[src/rtl/wrapper_video_frontend.sv]
// wrapper_video_frontend: pixel clock-enable, debounced keys and registered, widened video between board pins and a core.
// Define WRAPPER_VIDEO_FRONTEND_BLANK_EN to force rgb to black whenever core sync is active.
module wrapper_video_frontend #(
   parameter int CLK_DIV    = 2,
   parameter int NKEYS      = 4,
   parameter int DEB_CYCLES = 16,
   parameter int IN_BPC     = 1,
   parameter int OUT_BPC    = 4,
   parameter bit SYNC_IDLE  = 1'b1
) (
   input  logic                 clk,
   input  logic                 reset,
   input  logic [NKEYS-1:0]     keys_in,
   output logic                 pix_en,
   output logic [NKEYS-1:0]     keys_level,
   output logic [NKEYS-1:0]     keys_press,
   input  logic                 core_hsync,
   input  logic                 core_vsync,
   input  logic [3*IN_BPC-1:0]  core_rgb,
   output logic                 hsync,
   output logic                 vsync,
   output logic [3*OUT_BPC-1:0] rgb,
   output logic                 frame_start
);
   localparam int CW = CLK_DIV > 1 ? $clog2(CLK_DIV) : 1;
   localparam int DW = $clog2(DEB_CYCLES + 1);
   localparam logic [CW-1:0] CMAX  = CW'(CLK_DIV - 1);
   localparam logic [DW-1:0] DLAST = DW'(DEB_CYCLES - 1);

   logic [CW-1:0] cnt;
   logic [NKEYS-1:0] sync1, sync2, flip;
   logic [DW-1:0] deb [NKEYS];
   logic [3*OUT_BPC-1:0] wide;
   logic blank, vsync_d;

   always_ff @(posedge clk) begin
      if (!reset) begin
         cnt    <= '0;
         pix_en <= 1'b0;
      end else begin
         cnt    <= (cnt == CMAX) ? '0 : cnt + 1'b1;
         pix_en <= cnt == CMAX;
      end
   end

   // a key flips when its counter is one short of DEB_CYCLES and the sample still disagrees
   always_comb begin
      flip = '0;
      for (int i = 0; i < NKEYS; i++)
         flip[i] = sync2[i] != keys_level[i] && deb[i] == DLAST;
   end

   always_ff @(posedge clk) begin
      if (!reset) begin
         sync1      <= '0;
         sync2      <= '0;
         keys_level <= '0;
         keys_press <= '0;
         for (int i = 0; i < NKEYS; i++)
            deb[i] <= '0;
      end else begin
         sync1      <= keys_in;
         sync2      <= sync1;
         keys_level <= keys_level ^ flip;
         keys_press <= flip & ~keys_level;
         for (int i = 0; i < NKEYS; i++)
            deb[i] <= (sync2[i] == keys_level[i] || flip[i]) ? '0 : deb[i] + 1'b1;
      end
   end

   // MSB-first replication; when narrowing, the same index map keeps the top bits
   for (genvar c = 0; c < 3; c++) begin : g_ch
      for (genvar j = 0; j < OUT_BPC; j++) begin : g_bit
         assign wide[c*OUT_BPC + OUT_BPC - 1 - j] = core_rgb[c*IN_BPC + IN_BPC - 1 - (j % IN_BPC)];
      end
   end

`ifdef WRAPPER_VIDEO_FRONTEND_BLANK_EN
   assign blank = core_hsync != SYNC_IDLE || core_vsync != SYNC_IDLE;
`else
   assign blank = 1'b0;
`endif

   always_ff @(posedge clk) begin
      if (!reset) begin
         hsync       <= SYNC_IDLE;
         vsync       <= SYNC_IDLE;
         vsync_d     <= SYNC_IDLE;
         rgb         <= '0;
         frame_start <= 1'b0;
      end else begin
         if (pix_en) begin
            hsync <= core_hsync;
            vsync <= core_vsync;
            rgb   <= blank ? '0 : wide;
         end
         vsync_d     <= vsync;
         frame_start <= vsync_d == SYNC_IDLE && vsync != SYNC_IDLE;
      end
   end
endmodule

[config.mk]
export PLATFORM = sky130hd
export DESIGN_NAME = wrapper_video_frontend
export DESIGN_NICKNAME = d
export VERILOG_FILES = /design/src/rtl/wrapper_video_frontend.sv
export SDC_FILE = /design/constraint.sdc
export NUM_CORES = 1
export LEC_CHECK = 0
export CAP_MARGIN = 20
export CORE_UTILIZATION = 50
export CTS_CLUSTER_SIZE = 10
export DETAILED_ROUTE_END_ITERATION = 10
export DONT_BUFFER_PORTS = 1
export MAX_ROUTING_LAYER = met4
export PLACE_DENSITY = 0.62
export SLEW_MARGIN = 10
export SYNTH_ARGS = -nofsm -noshare
export SYNTH_HDL_FRONTEND = slang
export SYNTH_SLANG_ARGS = --single-unit
[constraint.sdc]
create_clock -name clk -period 1.9 [get_ports clk]
set_clock_uncertainty 0.05 [all_clocks]
set_input_delay 0.19 -clock clk [delete_from_list [all_inputs] [get_ports clk]]
set_output_delay 0.19 -clock clk [all_outputs]
set_load 0.005 [all_outputs]
==> results of run 1 <==
==> metrics by stage <==
stage	hold WS, ns	area [µm²]	instances	power (W)
floorplan	0.267	1660	153	0.00104
global route	0.392	1770	202	0.00153
detailed placement	0.214	1620	184	0.00103
finish	0.362	1770	202	0.00144
CTS	0.366	1770	202	0.00148
global placement	0.209	1620	184	0.00103
==> placed cells by master (no fill, tap or decap) <==
cell type	count
dfxtp_1	45
nor2_1	21
inv_1	9
and2_1	9
mux2i_1	9
dlygate4sd3_1	9
nor2b_1	8
xor2_1	8
ha_1	8
clkbuf_4	5
and3_1	4
nand3b_2	4
nand3_1	4
xnor2_1	4
and4b_2	3
nand2_1	2
clkinv_2	2
and4b_1	1
nand2b_1	1
clkbuf_1	1
dlymetal6s4s_1	1
==> flip-flops by register name (all words and copies together), names as in the netlist, named ones only <==
| name | flops |
|---|---|
| vsync_d | 1 |
| vsync | 1 |
| keys_press | 4 |
| deb | 20 |
| pix_en | 1 |
| sync1 | 4 |
| frame_start | 1 |
| sync2 | 4 |
| hsync | 1 |
| rgb | 3 |
| cnt | 1 |
==> worst paths after layout <==
check / from / to / slack (ns) / cells past startpoint
min reg2reg: cnt / cnt / 0.36 / 1
max reg2reg: pix_en / hsync / 0.34 / 3
min: cnt / cnt / 0.36 / 1
max: pix_en / hsync / 0.34 / 3
==> routing by layer <==
layer	GRT usage	up-vias
met5	-	-
met4	0.0897	0
met3	0.0677	8
met2	0.241	20
met1	0.159	412
li1	-	484
==> cell type report <==
cell class,instances,area [µm²]
fillers,288,1330
flip-flops and latches,45,901
multi-input cells,86,628
repair buffers,10,103
well taps,44,55.1
clock buffers,6,41.3
inverters,9,33.8
clock inverters,2,10.0
==> repair_timing <==
| item | in CTS | in global routing |
|---|---|---|
| setup endpoints to repair | 0 | 1 |
| gates resized for setup | 0 | 1 |
| hold buffers | 10 | 0 |
| hold endpoints to repair | 45 | 0 |
==> report_power, final <==
group | internal, W | switching, W | total (W)
clock | 0.000141 | 0.000272 | 0.000413
combinational | 0.0000310 | 0.0000212 | 0.0000522
sequential | 0.000962 | 0.0000167 | 0.000979
==> logic make-up after synthesis <==
logic type | synth area share
XOR/XNOR | 0.0635
buffers and inverters | 0.0763
multiplexers | 0.0544
adder cells (fa/ha/maj) | 0.0605
AND/OR/NAND/NOR | 0.201
flip-flops | 0.544
==> synthesized netlist by cell type <==
cell | count | area [µm²]
and2_1 | 9 | 56.3
and3_1 | 4 | 25.0
and4b_1 | 1 | 10.0
and4b_2 | 3 | 33.8
buf_2 | 2 | 10.0
buf_4 | 11 | 82.6
dfxtp_1 | 45 | 901
ha_1 | 8 | 100
inv_1 | 9 | 33.8
mux2i_1 | 9 | 90.1
nand2_1 | 2 | 7.51
nand2b_1 | 1 | 6.26
nand3_1 | 4 | 20.0
nand3b_2 | 4 | 45.0
nor2_1 | 21 | 78.8
nor2b_1 | 8 | 50.1
xnor2_1 | 4 | 35.0
xor2_1 | 8 | 70.1
==> out/summary.txt, run 1 <==
Die Width: 59.5 µm
Die Ht: 59.5 µm
Clock Path Buffers: 2
Core Util, Final: 0.571
CP peak stage delay: 0.58 ns
CP Capture Type: flop
Gate Count Post-Synth: 153
Buffers on Ports: 0
DR WL met2: 1020 µm
Hpwl dp: 1440 µm
Clock root buffer: clkbuf_4
Setup violators final: 0
Core box area: 3100 µm²
Slew @ Worst Pin: 0.884 ns
GPL Wtd Cong: 0.665
CP delay by family, top: buffers and inverters
Die area: 3550 µm²
Cell Pwr Density: 815 nW/µm²
Maximum vdd drop: 0.000534 V
Leak pwr: 0.724 nW
DR WL/cell: 10.8 µm
Crit start category: flop
Worst min-delay path class: reg -> reg
Critical path, cell by cell: mux2i_1 > nand2_1 > dlygate4sd3_1
Tmin final: 1.56 ns
Sum Neg Setup Slack: 0 ns
Final worst-path cycle share: 0.820
First-pass GRT wire length: 3770 µm
P&R area growth vs syn: 7.03%
FF+latch count, synth: 45
Register area share after synthesis: 0.544
Worst EP required: 2.09 ns
Highest routed layer: met4
CTS H-tree lvls: 2
Nets@finish: 176
Number of global-route vias before repair: 884
Crit path kind: reg -> reg
CTS tree: built
Max Slew Vio Count: 0
Peak Freq: 0.642 GHz
IO Pins: 35
Max-slew headroom: 0.411
Routed WL: 2190 µm
Setup repair bufs after CTS: 0
Initial antenna violation count: 0
Clock Latency Late Sink: 0.34 ns
DRC Markers: 0
Via/cell ratio: 4.57
ANT nets after route: 0
Largest fanout on the critical path: 6
Antenna diodes: 0
CTS sink count: 45
Number of distinct library cells after synthesis: 18
Status: finished, final reports clean
Number of warnings issued by yosys: 0
Via count: 924
Mapped Area: 1660 µm²
Reg clk slew, reported paths: 0.11 ns
# rows: 20
Layout cell share with drive strength beyond 1: 0.0886
Initial Util: 0.533
DRT Pass-1 Iters: 3
Max-Cap Viols: 0
Syn_nets: 172
Syn avg cell area: 10.8 µm²
DR WL met3: 123 µm
Pin count of the biggest net entering global routing: 29
DRT met1 WL: 987 µm
Post-place setup slack: 0.445 ns
CP arrival: 1.75 ns
Gr usage total: 0.153
Post-route setup slack: 0.341 ns
GRT overflow: 0
RSZ-0062 raised after global routing: no
Worst path bufs/invs: 1
Final hold viol count: 0
CTS Buf Count: 5
Iteration-0 DRC Markers: 16
Slowest-stage cell, CP: dlygate4sd3_1
(Power assumes the default switching activity.)
==> run 2: changes to the inputs <==
- PLACE_DENSITY: 0.62 -> 0.65
- clock period: 1.9 -> 1.3 ns (I/O delays scaled with it)
==> out/summary.txt, run 2 (synthesis results as in run 1) <==
Status: finished, violations left
Violated checks: hold timing
Routed WL: 2550 µm (+16%)
Commonest non-fill, non-tap cell in the layout: dfxtp_1
CTS H-tree lvls: 2 (unchanged)
Worst path bufs/invs: 0 (-1)
DRC Markers: 0 (unchanged)
Crit path kind: reg -> reg
Peak Freq: 0.793 GHz (+24%)
Leak pwr: 0.836 nW (+15%)
Post-layout instance area: 2020 µm² (+14%)
CP delay by family, top: simple AND/OR/NAND/NOR gates
Gr usage total: 0.159 (+0.00589)
Slowest-stage cell, CP: dfxtp_2
Crit start category: flop
Seq pwr share: 0.667 (-0.011)
CTS hold repair buffers: 11 (+1)
# rows: 20 (unchanged)
CTS tree: built
Largest fanout on the critical path: 5 (-1)
Most frequent cells in the layout: dfxtp_1 (37), nor2_1 (14), dlygate4sd3_1 (11)
Clock Power Share: 0.297 (+0.011)
Post-Layout Cell Count: 212 (+5.0%)
Slew @ Worst Pin: 0.368 ns (-0.516 ns)
Max Slew Vio Count: 0 (unchanged)
Number of global-route vias before repair: 961 (+8.7%)
Layout cell share with drive strength beyond 1: 0.304 (+0.215)
RSZ-0062 raised after global routing: yes
CP Capture Type: flop
Iteration-0 DRC Markers: 17 (+1)
Die Width: 59.5 µm (unchanged)
Via count: 1002 (+8.4%)
Worst min-delay path class: in -> reg
CTS Buf Count: 5 (unchanged)
Tmin final: 1.26 ns (-0.298 ns)
Clock Latency Late Sink: 0.35 ns (about the same)
Internal: 0.00166 W (+47%)
Final hold viol count: 33 (+33)
Antenna diodes: 0 (unchanged)
Dpl cells: 191 (+3.8%)
Post-DP Area: 1700 µm² (+4.9%)
Setup violators final: 0 (unchanged)
DRT Pass-1 Iters: 2 (-1)
Critical path, cell by cell: ha_4 > and3_4 > ha_4 > nand3b_4 > nor2_2
Most flop-heavy register: deb
GRT overflow: 0 (unchanged)
Final worst-path cycle share: 0.970 (+0.149)
Maximum vdd drop: 0.000851 V (+59%)
CP arrival: 1.52 ns (-0.23 ns)
Hold slack: -0.217 ns (-0.579 ns)
Max-slew headroom: 0.754 (+0.344)
Number of flip-flops under the largest register name: 20 (unchanged)
CP peak stage delay: 0.36 ns (-0.22 ns)
Core box area: 3100 µm² (unchanged)
Most frequent CP cell: ha_4
First-pass GRT wire length: 3890 µm (+3.1%)
ANT nets after route: 0 (unchanged)
Initial antenna violation count: 0 (unchanged)
Clock Path Buffers: 2 (unchanged)
Reg clk slew, reported paths: 0.13 ns (+0.02 ns)
Clock root buffer: clkbuf_4
Die area: 3550 µm² (unchanged)
Buffers on Ports: 0 (unchanged)
Die Ht: 59.5 µm (unchanged)
Hpwl dp: 1610 µm (+12%)
DR WL/cell: 12.0 µm (+11%)
Initial Util: 0.533 (unchanged)
Pin count of the biggest net entering global routing: 29 (unchanged)
Sw power: 0.000484 W (+56%)
Cell Pwr Density: 1060 nW/µm² (+30%)
Worst EP required: 1.56 ns (-0.53 ns)
Via/cell ratio: 4.73 (+3.3%)
GPL Wtd Cong: 0.657 (-1.2%)
Max-Cap Viols: 0 (unchanged)
Nets@finish: 186 (+5.7%)
IO Pins: 35 (unchanged)
Logic gate share of total power: 0.036 (about the same)
P&R area growth vs syn: 22.2%
Switching share of power: 0.226 (+0.0110)
CTS sink count: 45 (unchanged)
run 2: cell types whose count changed in the layout (fill, tap and decap cells not counted), sizes merged:
cell	change
dlymetal6s4s	-1
clkbuf	-1
clkinvlp	+1
dlygate4sd3	+2
buf	+9
run 2: per-stage QoR:
step	setup WS (ns)	TNS [ns]	power, W	hold slack, ns	util
after global routing	-0.0101	-0.0110	0.00226	-0.253	0.652
after detailed placement	-0.0834	-0.557	0.00151	0.149	0.547
after CTS	0.00213	0	0.00216	-0.229	0.615
after global placement	-0.0104	-0.0546	0.00151	0.146	0.547
final	0.0396	0	0.00215	-0.217	0.652
after floorplan	0.00167	0	0.00153	0.207	-
run 2: worst paths after layout:
path / start / depth (start not counted) / endpoint / slack (ns)
hold / removal: reset / 1 / hsync / -0.22
hold reg to reg: vsync_d / 2 / frame_start / 0.37
setup / recovery: deb[0][0] / 5 / deb[0][3] / 0.04
setup reg to reg: deb[0][0] / 5 / deb[0][3] / 0.04
run 2: power groups by stage:
stage          sequential [W]  combinational [W]  clock, W
2_1_floorplan         0.00145          0.0000760         0
3_3_place_gp          0.00146          0.0000486         0
3_5_place_dp          0.00146          0.0000504         0
4_1_cts               0.00143          0.0000741  0.000659
5_1_grt               0.00144          0.0000847  0.000736
6_report              0.00143          0.0000771  0.000638
run 2: area by class of cell:
type	instances	area, µm²
Multi-Input combinational cell	86	791
Inverter	9	33.8
Fill cell	267	1080
Timing Repair Buffer	20	178
Sequential cell	45	911
Tap cell	44	55.1
Clock buffer	5	37.5
Clock inverter	3	17.5
run 2: metal layers:
metal  share of wire  track usage  wire length, µm  vias up
met5               0            -                0        -
li1                -            -                -      510
met1            0.41        0.150             1050      468
met2            0.53        0.279             1350       20
met4           0.010       0.0731               26        0
met3           0.050       0.0677              128        4
run 2: repair_timing:
action | 4_1_cts | 5_1_grt
setup buffers | 0 | 2
hold endpoints to repair | 45 | 33
cloned | 0 | 0
endpoints found under the setup margin | 25 | 24
pin swaps | 8 | 8
resized for setup | 14 | 21
==> run 3: changes to the inputs <==
- ABC_AREA: default -> 1
==> out/summary.txt, run 3 <==
Status: finished, final reports clean
Hold Crit Depth: 2 (+1)
GRT overflow: 0 (unchanged)
P&R area growth vs syn: 22.2% (about the same)
Core Util, Final: 0.638 (-0.0138)
Number of distinct library cells after synthesis: 21 (+3)
Clock Path Buffers: 2 (unchanged)
Core box area: 3340 µm² (+7.5%)
CP delay by family, top: simple AND/OR/NAND/NOR gates
Via count: 1252 (+25%)
Most frequent CP cell: nor2_2
Nets@finish: 234 (+26%)
Logic gate share of total power: 0.055 (+0.019)
Switching share of power: 0.221 (-0.00500)
Buffers on Ports: 0 (unchanged)
Synth Area in XOR/XNOR: 0.0201 (-0.0434)
DRC Markers: 0 (unchanged)
Mux cell area share after synthesis: 0 (-0.0544)
Most frequent cells in the layout: dfxtp_1 (37), nand2_1 (33), inv_1 (25)
Gr usage total: 0.186 (+0.0265)
Clock Power Share: 0.296 (about the same)
Internal: 0.00173 W (+3.9%)
CP peak stage delay: 0.35 ns (about the same)
Reg clk slew, reported paths: 0.11 ns (-0.02 ns)
Final hold viol count: 0 (-100%)
IO Pins: 35 (unchanged)
GPL Wtd Cong: 0.686 (+4.4%)
Crit start category: flop
Largest fanout on the critical path: 5 (unchanged)
CTS Buf Count: 5 (unchanged)
Slew @ Worst Pin: 0.545 ns (+0.177 ns)
Commonest non-fill, non-tap cell in the layout: dfxtp_1
Crit path kind: reg -> reg
Dpl cells: 237 (+24%)
Fill count: 278 (+4.1%)
Most flop-heavy register: deb
Tmin final: 1.28 ns (+0.0243 ns)
Seq pwr share: 0.649 (-0.018)
Final worst-path cycle share: 0.988 (+0.0187)
Adder-cell share of the synthesized area: 0.0574 (-0.00304)
Clock root buffer: clkbuf_4
HP Start: reset
Die area: 3730 µm² (+5.1%)
Cell Pwr Density: 1040 nW/µm² (-1.9%)
Met3 Usage GRT: 0.0693 (+0.00164)
Gr busiest metal: met2
Initial antenna violation count: 0 (unchanged)
Max Slew Vio Count: 0 (unchanged)
Worst path bufs/invs: 0 (unchanged)
Critical path, cell by cell: ha_4 > nand2_2 > nor2_2 > ha_2 > nor2_4 > nand3_4 > nor2_2
Register area share after synthesis: 0.517 (-0.0273)
CP arrival: 1.53 ns (about the same)
EDFF count, synth: 0 (unchanged)
Number of global-route vias before repair: 1134 (+18%)
CTS H-tree lvls: 2 (unchanged)
Met2 Use GR: 0.337 (+0.0577)
Sw power: 0.000489 W (+0.92%)
Mapped Area: 1740 µm² (+5.3%)
Share of the synthesized area in the top cell type: 0.517 (-0.0273)
ANT nets after route: 0 (unchanged)
Maximum vdd drop: 0.000925 V (+8.7%)
Synth area leader: dfxtp_1
Routed WL: 3090 µm (+21%)
First-pass GRT wire length: 4710 µm (+21%)
Worst EP required: 1.55 ns (about the same)
Setup violators final: 0 (unchanged)
Count leader, synth: dfxtp_1
CP Capture Type: flop
RR Endpoint: deb[0][4]
Pin count of the biggest net entering global routing: 13 (-55%)
Antenna diodes: 0 (unchanged)
Max-Cap Viols: 0 (unchanged)
Top FF cell, synth: dfxtp_1
Largest family of logic cells by synthesized area: simple AND/OR/NAND/NOR gates
Worst min-delay path class: in -> reg
Hpwl dp: 1870 µm (+16%)
DR WL/cell: 11.8 µm (-1.4%)
GR Util met1: 0.178 (+0.0283)
Die Width: 61.0 µm (+2.5%)
Clock Latency Late Sink: 0.35 ns (about the same)
RSZ-0062 raised after global routing: yes
Syn avg cell area: 8.89 µm² (-18%)
Max-slew headroom: 0.637 (-0.118)
Die Ht: 61.0 µm (+2.5%)
Number of warnings issued by yosys: 0 (unchanged)
Leak pwr: 0.868 nW (+3.8%)
Initial Util: 0.522 (-0.0112)
R2R setup slack: 0.02 ns (-0.02 ns)
R2R Path Start: deb[0][0]
DRT Pass-1 Iters: 4 (+2)
Slowest-stage cell, CP: dfxtp_2
Peak Freq: 0.778 GHz (-1.9%)
Gate Count Post-Synth: 196 (+28%)
CTS tree: built
FF+latch count, synth: 45 (unchanged)
Worst-case reg-to-reg path depth: 7 (+2)
Number of flip-flops under the largest register name: 20 (unchanged)
Syn_nets: 215 (+25%)
Synth area leaders: dfxtp_1 (52%), nand2_1 (8.0%), nor2_1 (6.9%), ha_1 (5.7%), inv_1 (5.4%)
Hold Path End: vsync
Post-Layout Cell Count: 261 (+23%)
Iteration-0 DRC Markers: 37 (+20)
Simple-Gate Fraction of Synth Area: 0.285 (+0.0839)
Asr flop ratio synth: 0 (unchanged)
Synth Area in Compound Gates: 0.0136 (+0.0136)
Via/cell ratio: 4.80 (+1.5%)
Synth cell count leaders: dfxtp_1 (45), nand2_1 (37), nor2_1 (32)
CTS sink count: 45 (unchanged)
Layout cell share with drive strength beyond 1: 0.316 (+0.0127)
# rows: 21 (+5.0%)
-- run 3: power groups by stage --
stage / registers (W) / logic [W] / clock network (W)
2_1_floorplan: 0.00146 / 0.0000945 / 0
3_3_place_gp: 0.00147 / 0.0000698 / 0
3_5_place_dp: 0.00147 / 0.0000733 / 0
4_1_cts: 0.00144 / 0.000115 / 0.000675
5_1_grt: 0.00144 / 0.000136 / 0.000734
6_report: 0.00144 / 0.000122 / 0.000656
-- run 3: per-layer routing --
| metal | up-vias | wire length [µm] |
|---|---|---|
| li1 | 630 | - |
| met5 | - | 0 |
| met2 | 25 | 1750 |
| met3 | 6 | 118 |
| met4 | 0 | 46 |
| met1 | 591 | 1170 |
-- run 3: logic make-up after synthesis --
family / after synthesis
AND/OR/NAND/NOR: 98
flip-flops: 45
buffers and inverters: 37
adder cells (fa/ha/maj): 8
AO/OA/AOI/OAI: 4
XOR/XNOR: 4
-- run 3: timing repair --
action,in CTS,in global routing
resized for setup,15,30
setup endpoints to repair,23,27
endpoints found under the hold margin,24,0
setup buffers,1,2
pin swaps,7,18
hold buffers,14,0
-- run 3: worst max-delay path by stage --
stage | from | cells after the start | slack, ns | endpoint
2_1_floorplan | deb[3][0] | 7 | 0.02 | deb[3][3]
5_1_grt | deb[0][1] | 7 | -0.07 | deb[0][3]
3_5_place_dp | deb[3][1] | 7 | -0.07 | deb[3][3]
4_1_cts | deb[0][0] | 7 | 0.0003 | deb[0][0]
3_3_place_gp | deb[3][1] | 7 | -0.01 | deb[3][3]
6_report | deb[0][0] | 7 | 0.02 | deb[0][4]
-- run 3: layout make-up --
cell class / instances / area [µm²] / area share
Timing Repair Buffer: 23 / 210 / 0.0987
Clock buffer: 7 / 55.1 / 0.0259
Tap cell: 46 / 57.6 / 0.0270
Multi-Input combinational cell: 114 / 793 / 0.373
Sequential cell: 45 / 911 / 0.428
Inverter: 26 / 103 / 0.0482
-- run 3: worst register-to-register path: stages (launching register included) --
cell and delay [ns]:
dfxtp_2 0.35, ha_4 0.16, nand2_2 0.07, nor2_2 0.04
ha_2 0.20, nor2_4 0.14, nand3_4 0.12, nor2_2 0.10
-- run 3: metrics by stage --
step	power, W	instance area, µm²	hold WS (ns)	setup WS [ns]	setup TNS (ns)
2_1_floorplan	0.00155	1740	0.178	0.0223	0
3_3_place_gp	0.00154	1760	0.169	-0.00957	-0.0221
3_5_place_dp	0.00154	1760	0.172	-0.0688	-0.564
4_1_cts	0.00223	2000	0.352	0.000317	0
5_1_grt	0.00231	2130	0.338	-0.0731	-0.530
6_report	0.00222	2130	0.318	0.0153	0
